--- config.mk ---
export PLATFORM = sky130hd
export DESIGN_NAME = stopwatch_bcd_ctrl_flat
export DESIGN_NICKNAME = d
export VERILOG_FILES = /design/src/rtl/stopwatch_bcd_ctrl_pkg.sv /design/src/rtl/stopwatch_bcd_ctrl_if.sv /design/src/rtl/btn_sync_edge.sv /design/src/rtl/stopwatch_bcd_ctrl.sv /design/src/flat_wrapper.sv
export SDC_FILE = /design/constraint.sdc
export NUM_CORES = 1
export LEC_CHECK = 0
export CAP_MARGIN = 0
export CORE_ASPECT_RATIO = 0.8
export CORE_UTILIZATION = 45
export DETAILED_ROUTE_END_ITERATION = 16
export PLACE_DENSITY = 0.72
export RECOVER_POWER = 100
export SYNTH_ARGS = -nofsm -noshare
export SYNTH_HDL_FRONTEND = slang
export SYNTH_SLANG_ARGS = --single-unit
export TNS_END_PERCENT = 100
--- constraint.sdc ---
create_clock -name clk10 -period 3.4 [get_ports clk10]
set_input_delay 0.68 -clock clk10 [delete_from_list [all_inputs] [get_ports clk10]]
set_output_delay 0.68 -clock clk10 [all_outputs]
set_load 0.03 [all_outputs]
--- src/rtl/stopwatch_bcd_ctrl_pkg.sv ---
// Shared types for the MM:SS stopwatch core: FSM state encoding and the
// four-digit BCD time word used for both the live count and the lap value.
package stopwatch_bcd_ctrl_pkg;

   localparam int BCD_W = 4;

   typedef enum logic [1:0] {
      ST_IDLE  = 2'd0,
      ST_RUN   = 2'd1,
      ST_PAUSE = 2'd2
   } state_t;

   typedef struct packed {
      logic [BCD_W-1:0] min_tens;
      logic [BCD_W-1:0] min_ones;
      logic [BCD_W-1:0] sec_tens;
      logic [BCD_W-1:0] sec_ones;
   } bcd_time_t;

endpackage

--- src/rtl/stopwatch_bcd_ctrl_if.sv ---
// Signal bundle between the divider/button side and the stopwatch core.
// There is no valid/ready pairing here: tick_in is a one-cycle strobe that is
// acted on in the cycle it is high, the buttons are raw asynchronous levels,
// and every output is a register value that is valid on every cycle.
interface stopwatch_bcd_ctrl_if;
   import stopwatch_bcd_ctrl_pkg::*;

   logic             tick_in;
   logic             start_stop;
   logic             clear;
   logic             lap;
   logic [BCD_W-1:0] sec_ones;
   logic [BCD_W-1:0] sec_tens;
   logic [BCD_W-1:0] min_ones;
   logic [BCD_W-1:0] min_tens;
   logic             running;
   logic             lap_active;
   logic             overflow;
   state_t           state;      // debug view of the control FSM

   modport master (
      output tick_in, start_stop, clear, lap,
      input  sec_ones, sec_tens, min_ones, min_tens,
      input  running, lap_active, overflow, state
   );

   modport slave (
      input  tick_in, start_stop, clear, lap,
      output sec_ones, sec_tens, min_ones, min_tens,
      output running, lap_active, overflow, state
   );

endinterface

--- src/rtl/btn_sync_edge.sv ---
// Button conditioner: SYNC_STAGES-deep synchroniser followed by a registered
// rising-edge detector. A press gives exactly one pulse SYNC_STAGES+1 cycles
// after the pin rises; holding the button produces nothing further.
module btn_sync_edge #(
   parameter int SYNC_STAGES = 2
) (
   input  logic clk,
   input  logic reset,
   input  logic pin,
   output logic pulse
);

   logic [SYNC_STAGES-1:0] sync;
   logic                   last;

   // Synchronise the pin, remember the previous synced level, emit the rise.
   always_ff @(posedge clk) begin
      if (reset) begin
         sync  <= '0;
         last  <= 1'b0;
         pulse <= 1'b0;
      end else begin
         sync  <= {sync[SYNC_STAGES-2:0], pin};
         last  <= sync[SYNC_STAGES-1];
         pulse <= sync[SYNC_STAGES-1] & ~last;
      end
   end

endmodule

--- src/rtl/stopwatch_bcd_ctrl.sv ---
// MM:SS stopwatch core. Conditions the three buttons, runs the IDLE/RUN/PAUSE
// control FSM, advances a BCD seconds/minutes count on divider ticks while
// running, and shows either the live count or a frozen lap value.
module stopwatch_bcd_ctrl
   import stopwatch_bcd_ctrl_pkg::*;
#(
   parameter int SYNC_STAGES  = 2,
   parameter int MAX_MIN_TENS = 5
) (
   input  logic                 clk10,
   input  logic                 reset,
   stopwatch_bcd_ctrl_if.slave  sw
);

   localparam logic [BCD_W-1:0] MAX_T = BCD_W'(MAX_MIN_TENS);

   logic      ss_ev;
   logic      clear_ev;
   logic      lap_ev;
   state_t    state;
   logic      running;
   logic      lap_active;
   logic      overflow;
   bcd_time_t live;
   bcd_time_t lap_time;
   bcd_time_t live_inc;
   bcd_time_t shown;
   logic      wrap;

   btn_sync_edge #(.SYNC_STAGES(SYNC_STAGES)) u_ss (
      .clk(clk10), .reset(reset), .pin(sw.start_stop), .pulse(ss_ev)
   );
   btn_sync_edge #(.SYNC_STAGES(SYNC_STAGES)) u_clear (
      .clk(clk10), .reset(reset), .pin(sw.clear), .pulse(clear_ev)
   );
   btn_sync_edge #(.SYNC_STAGES(SYNC_STAGES)) u_lap (
      .clk(clk10), .reset(reset), .pin(sw.lap), .pulse(lap_ev)
   );

   // Live count plus one second, rippling carries; wrap flags the full rollover.
   always_comb begin
      live_inc = live;
      wrap     = 1'b0;
      if (live.sec_ones != 4'd9) begin
         live_inc.sec_ones = live.sec_ones + 4'd1;
      end else begin
         live_inc.sec_ones = 4'd0;
         if (live.sec_tens != 4'd5) begin
            live_inc.sec_tens = live.sec_tens + 4'd1;
         end else begin
            live_inc.sec_tens = 4'd0;
            if (live.min_ones != 4'd9) begin
               live_inc.min_ones = live.min_ones + 4'd1;
            end else begin
               live_inc.min_ones = 4'd0;
               if (live.min_tens != MAX_T) begin
                  live_inc.min_tens = live.min_tens + 4'd1;
               end else begin
                  live_inc.min_tens = 4'd0;
                  wrap              = 1'b1;
               end
            end
         end
      end
   end

   // Control FSM with counting and lap capture; decisions use the current state.
   always_ff @(posedge clk10) begin
      if (reset) begin
         state      <= ST_IDLE;
         running    <= 1'b0;
         live       <= '0;
         lap_time   <= '0;
         lap_active <= 1'b0;
         overflow   <= 1'b0;
      end else begin
         case (state)
            ST_IDLE: begin
               if (clear_ev) begin
                  live       <= '0;
                  overflow   <= 1'b0;
                  lap_active <= 1'b0;
               end else if (ss_ev) begin
                  state   <= ST_RUN;
                  running <= 1'b1;
               end
            end
            ST_RUN: begin
               // clear is deliberately ignored while running
               if (sw.tick_in) begin
                  live <= live_inc;
                  if (wrap) overflow <= 1'b1;
               end
               if (lap_ev) begin
                  lap_active <= ~lap_active;
                  if (!lap_active) lap_time <= live;
               end
               if (ss_ev) begin
                  state   <= ST_PAUSE;
                  running <= 1'b0;
               end
            end
            ST_PAUSE: begin
               if (clear_ev) begin
                  state      <= ST_IDLE;
                  live       <= '0;
                  overflow   <= 1'b0;
                  lap_active <= 1'b0;
               end else if (ss_ev) begin
                  state   <= ST_RUN;
                  running <= 1'b1;
               end
            end
            default: begin
               state   <= ST_IDLE;
               running <= 1'b0;
            end
         endcase
      end
   end

   // Display selects between registered lap and live values only.
   assign shown         = lap_active ? lap_time : live;
   assign sw.sec_ones   = shown.sec_ones;
   assign sw.sec_tens   = shown.sec_tens;
   assign sw.min_ones   = shown.min_ones;
   assign sw.min_tens   = shown.min_tens;
   assign sw.running    = running;
   assign sw.lap_active = lap_active;
   assign sw.overflow   = overflow;
   assign sw.state      = state;

endmodule

--- src/flat_wrapper.sv ---
// flat-port wrapper written by rule: the top's interface ports become plain ports
module stopwatch_bcd_ctrl_flat import stopwatch_bcd_ctrl_pkg::*;
#(
   parameter int SYNC_STAGES  = 2,
   parameter int MAX_MIN_TENS = 5
)
  (clk10, reset, sw_tick_in, sw_start_stop, sw_clear, sw_lap, sw_sec_ones, sw_sec_tens, sw_min_ones, sw_min_tens, sw_running, sw_lap_active, sw_overflow, sw_state);
  stopwatch_bcd_ctrl_if sw_i ();
  input  logic clk10;
  input  logic reset;
  input wire logic [$bits(sw_i.tick_in)-1:0] sw_tick_in;
  input wire logic [$bits(sw_i.start_stop)-1:0] sw_start_stop;
  input wire logic [$bits(sw_i.clear)-1:0] sw_clear;
  input wire logic [$bits(sw_i.lap)-1:0] sw_lap;
  output wire logic [$bits(sw_i.sec_ones)-1:0] sw_sec_ones;
  output wire logic [$bits(sw_i.sec_tens)-1:0] sw_sec_tens;
  output wire logic [$bits(sw_i.min_ones)-1:0] sw_min_ones;
  output wire logic [$bits(sw_i.min_tens)-1:0] sw_min_tens;
  output wire logic [$bits(sw_i.running)-1:0] sw_running;
  output wire logic [$bits(sw_i.lap_active)-1:0] sw_lap_active;
  output wire logic [$bits(sw_i.overflow)-1:0] sw_overflow;
  output wire logic [$bits(sw_i.state)-1:0] sw_state;
  assign sw_i.tick_in = sw_tick_in;
  assign sw_i.start_stop = sw_start_stop;
  assign sw_i.clear = sw_clear;
  assign sw_i.lap = sw_lap;
  assign sw_sec_ones = sw_i.sec_ones;
  assign sw_sec_tens = sw_i.sec_tens;
  assign sw_min_ones = sw_i.min_ones;
  assign sw_min_tens = sw_i.min_tens;
  assign sw_running = sw_i.running;
  assign sw_lap_active = sw_i.lap_active;
  assign sw_overflow = sw_i.overflow;
  assign sw_state = sw_i.state;
  stopwatch_bcd_ctrl #(.SYNC_STAGES(SYNC_STAGES), .MAX_MIN_TENS(MAX_MIN_TENS)) u_core (.clk10(clk10), .reset(reset), .sw(sw_i));
endmodule
# Yosys cells after proc, flatten, opt, wreduce, memory -nomap -nowiden
# Cells that the tools add are included.
totals:
  register_bits: 49
  inputBits: 6
  out_inout_bits: 21
  wordCells: 91
op_classes:
  add_sub_neg: 4
  n_eq_ne: 17
  muxes: 30
  n_bitwise: 7
  n_reduce_logical: 12
ops:
  columns: ["op", "count"]
  rows:
  - ["$mux 16", 3]
  - ["$pmux 16 s2", 1]
  - ["$mux 4", 5]
  - ["$add 4x1->4 const B", 4]
  - ["$ne 2x2->1 const B", 8]
  - ["$mux 12", 1]
  - ["$mux 1", 11]
  - ["$reduce_and 3->1", 3]
  - ["$mux 2", 4]
  - ["$mux 8", 1]
  - ["$ne 4x3->1 const B", 2]
  - ["$ne 4x4->1 const B", 2]
  - ["$reduce_and 4->1", 2]
  - ["$ne 2x1->1 const B", 3]
  - ["$pmux 1 s2", 3]
  - ["$pmux 2 s3", 1]
  - ["$reduce_and 6->1", 1]
  - ["$reduce_and 5->1", 1]
  - ["$not 1->1", 4]
  - ["$reduce_and 2->1", 2]
  - ["$and 1x1->1", 3]
  - ["$eq 2x1->1 const B", 1]
  - ["$eq 2x2->1 const B", 1]
  - ["$logic_not 2->1", 1]
  - ["2 further kinds", 2]

# Depth between registers and ports, before layout
logic_depth:
  word_depth: 8
  depth_mapped: 7
  mapped_depth_nobuf: 6

# Cells and area by module
# Synthesis repeated with hierarchy kept, for this count alone.
unflattened:
  hier_cells: 231
  area_unflattened_um2: 2222.1
by_module_without_submodules:
  columns: ["mod", "instances", "cells_per_inst", "area_per_inst_um2", "seq_area_each_um2"]
  rows:
  - ["stopwatch_bcd_ctrl", 1, 207, 1888.1, 740.7]
  - ["btn_sync_edge", 3, 8, 111.4, 80.1]

# Worst setup path after synthesis
# No wires, ideal clock.
synth_path:
  kind: "register -> output"
  from: "register u_core.lap_active, in the netlist u_core.sw.lap_active"
  to: "output port sw_sec_ones[1]"
  arrival_time_ps: 1466
  t_required_ps: 2720
  setup_slack_ps: 1254
  path_stages_with_launch: 3
  path_buffers: 1
  path_cell_list: "dfxtp_1 -> clkbuf_1 -> o21ai_0"
synth_via:
  elab_chain_cells: 1
synth_rtl:
  columns: ["item", "line", "source"]
  rows:
  - ["start: declaration", "stopwatch_bcd_ctrl.sv:22", "logic lap_active;"]
  - ["start signal: assignment", "stopwatch_bcd_ctrl.sv:95", "lap_active <= ~lap_active;"]
  - ["$mux 16", "stopwatch_bcd_ctrl.sv:123", "assign shown = lap_active ? lap_time : live;"]
  - ["end: declaration", "flat_wrapper.sv:15", "output wire logic [$bits(sw_i.sec_ones)-1:0] sw_sec_ones;"]
# Every way passes these cells.

# Worst setup path in the final report
layout_path:
  from: "register u_core.lap_active, in the netlist u_core.sw.lap_active"
  to: "output port sw_min_ones[0]"
layout_via:
  elab_chain_cells: 1
layout_rtl:
  columns: ["item", "line", "source"]
  rows:
  - ["$mux 16", "stopwatch_bcd_ctrl.sv:123", null]
  - ["end: declaration", "flat_wrapper.sv:17", "output wire logic [$bits(sw_i.min_ones)-1:0] sw_min_ones;"]
# Every way passes these cells.

==> metrics <==
Pleak=approximately 0.96 nW; via count=1685; total track usage=18.1%; Area Overhead vs Synth=18.3%; Die Y-Extent=64.5 microns; DR vias/cell=5.27; Synth Instances=around 230; Peak VDD IR=0.231 mV; width of the die=80.1 microns; CTS HTree Levels=2; number of global-route vias before repair=1526; most common cell after layout, fill and taps aside=dfxtp_1; fillers=~450; FP Rows=22; Final Slew Violations=0; Power Density=392 nW/um^2; WS Path Type=flop to output port; Port Buffers=26; Peak Freq=approximately 0.36 GHz; Req. time, crit path=approximately 2.7 ns; Final min period=2.81 ns; hold_buf cts=0; sequential area share after synthesis=44.6%; type of the worst min-delay path=flop to flop; global-route wire length before repair=slightly above 7000 microns; R2R cell count=5; DIE AREA=5170 sq um; most frequent cells in the layout=dfxtp_1 (49), nor2_1 (24), dlygate4sd3_1 (22); Final Instance Area=2600 sq um; final-report setup violation count=0; largest stage delay on the critical path=between 0.6 and 0.7 ns; pin count of the biggest net entering global routing=23; DR iter-0 viols=between 50 and 60; Total Wirelength=4180 microns; syn avg cell area=between 9 and 10 sq um; TritonCTS Buffers=5; Post-CTS Resized=0; relative slew slack=44.8%; initial antenna violation count=0; Critical Path AT=~2.1 ns; Final nets=273; multi-input gate area in the final layout=1130 sq um; MaxCap Viol Count=0; post-synthesis cell type count=39; #FFs+latches synth=between 40 and 50; Final Wtd Congestion=0.785; DRT Pass-1 Iters=4; IO Pins=27; CP max-delay cell=dlygate4sd3_1; post-route ant nets=0; Setup Buffers After CTS=0; FF-to-FF End=u_core.lap_time[9]; reg2reg start=u_core.sw.state[0]; Post-Route Skew=0.00284 ns; CTS tree=done; R2R Setup Slk=0.83 ns; Core Area=4650 sq um; Reg area=approximately 980 sq um; critical path capture point type=output port; clk slew on worst S/H paths=0.09 ns; placement-stage cell area=approximately 2500 sq um; Synth Cell Area=2200 sq um; CP Max Fanout=17; DP HPWL=2960 microns; layout cells sized above 1=8.85%; clock sink total=49; latest clock arrival within the worst-skew pair=0.30 ns; Yosys warnings=0; Core Util, Final=55.9%; Tcrit/Tclk final=82.5%; endpoints failing hold=0; initial core utilization=47.3%; Least-Margin Pin Slew=0.828 ns; RSZ-0062 raised after global routing=false; grt ovf=0; crit path cell chain=buf_4 -> mux2_2 -> dlygate4sd3_1; n_diodes=0; CP endpoint=sw_min_ones[0]; Critical Path Start=u_core.sw.lap_active; drt drc=0; Post-Syn Nets=245; Max clock buf depth=2; Worst Setup Start Kind=flop; CTS Root Cell=clkbuf_8; status=completed; routed len/inst=13.1 microns; setup TNS=0 ns
[where the power goes]
group          switching [mW]  internal [mW]
combinational          0.0357         0.0240
clock                   0.186          0.184
sequential            0.00637          0.583
total                   0.228          0.791
[flip-flops by register name (all words and copies together), names as in the netlist]
name / cells
u_core.u_clear.pulse: 1
u_core.sw.running: 1
u_core.lap_time: 16
u_core.u_lap.last: 1
u_core.u_clear.last: 1
u_core.u_lap.sync: 2
u_core.sw.state: 2
u_core.u_lap.pulse: 1
u_core.u_ss.last: 1
u_core.sw.lap_active: 1
u_core.u_clear.sync: 2
u_core.u_ss.pulse: 1
u_core.u_ss.sync: 2
u_core.live: 16
u_core.sw.overflow: 1
[layer usage]
metal | vias up | global-route usage (%) | part of all wire [%]
li1 | 864 | - | -
met5 | - | 0 | 0
met4 | 0 | 5.58 | 0.93
met2 | 24 | 28.6 | 43
met3 | 5 | 4.65 | 3.6
met1 | 792 | 24.0 | 52
[through the flow]
stage	instances	hold WS (ns)	power [mW]	setup WS (ns)
after CTS	320	0.393	1.04	0.658
after global routing	320	0.417	1.07	0.512
after global placement	312	0.372	0.666	0.713
final	320	0.389	1.02	0.594
after floorplan	231	0.367	0.642	1.25
after detailed placement	312	0.381	0.667	0.659
[Yosys cell counts, drive strengths merged]
library cell	n	area (sq um)
or3	2	12.5
a21oi	12	60.1
and4b	1	10.0
nor4	1	6.26
a222oi	1	10.0
nand3	6	30.0
xnor2	1	8.76
nor4b	3	26.3
inv	9	33.8
or3b	2	17.5
dfxtp	49	981
buf	6	30.0
mux2i	18	180
mux2	12	135
a31o	1	8.76
nor2	24	90.1
a31oi	1	6.26
ha	8	100
or2	1	6.26
nand3b	6	57.6
nand2	13	48.8
a41oi	1	8.76
o211ai	1	7.51
a32o	4	40.0
clkbuf	4	15.0
or4	2	15.0
nor2b	15	93.8
o21a	1	7.51
a22oi	1	7.51
o21ai	12	60.1
nor3	2	10.0
and3	1	6.26
a22o	1	8.76
nand2b	6	37.5
and2	1	6.26
a211oi	2	15.0
[worst min-delay path by stage]
stage                            to           startpoint  cells past startpoint  slack (ns)
2_1_floorplan  u_core.u_clear.pulse  u_core.u_clear.last                      1        0.37
3_5_place_dp      u_core.u_ss.pulse     u_core.u_ss.last                      1        0.38
4_1_cts           u_core.u_ss.pulse     u_core.u_ss.last                      1        0.39
3_3_place_gp     u_core.u_lap.pulse    u_core.u_lap.last                      1        0.37
5_1_grt          u_core.u_lap.pulse    u_core.u_lap.last                      1        0.42
6_report          u_core.u_ss.pulse     u_core.u_ss.last                      1        0.39
[cell type report]
| type | count | area share, % |
|---|---|---|
| Clock buffer | 7 | 3.71 |
| Clock inverter | 1 | 0.192 |
| Inverter | 9 | 1.30 |
| Multi-Input combinational cell | 163 | 43.3 |
| Sequential cell | 49 | 37.7 |
| Tap cell | 60 | 2.89 |
| Timing Repair Buffer | 31 | 10.9 |
[worst max-delay path, delay by kind of cell (launching register included)]
| family | cells | cell delay, ns |
|---|---|---|
| flops | 1 | 0.48 |
| mux | 1 | 0.37 |
| buf+inv | 2 | 0.98 |
[kinds of logic (layout without fill, tap and decap cells)]
kind of cell	count (synthesis)	after routing	synth area share [%]
muxes	30	30	14.3
buffers and inverters	19	48	3.59
xor gates and xnor gates	1	1	0.398
DFF	49	49	44.6
and+or+nand+nor	86	86	21.6
AOI/OAI and AO/OA	38	38	10.9
adders and majority gates	8	8	4.55
(Power assumes the default switching activity.)
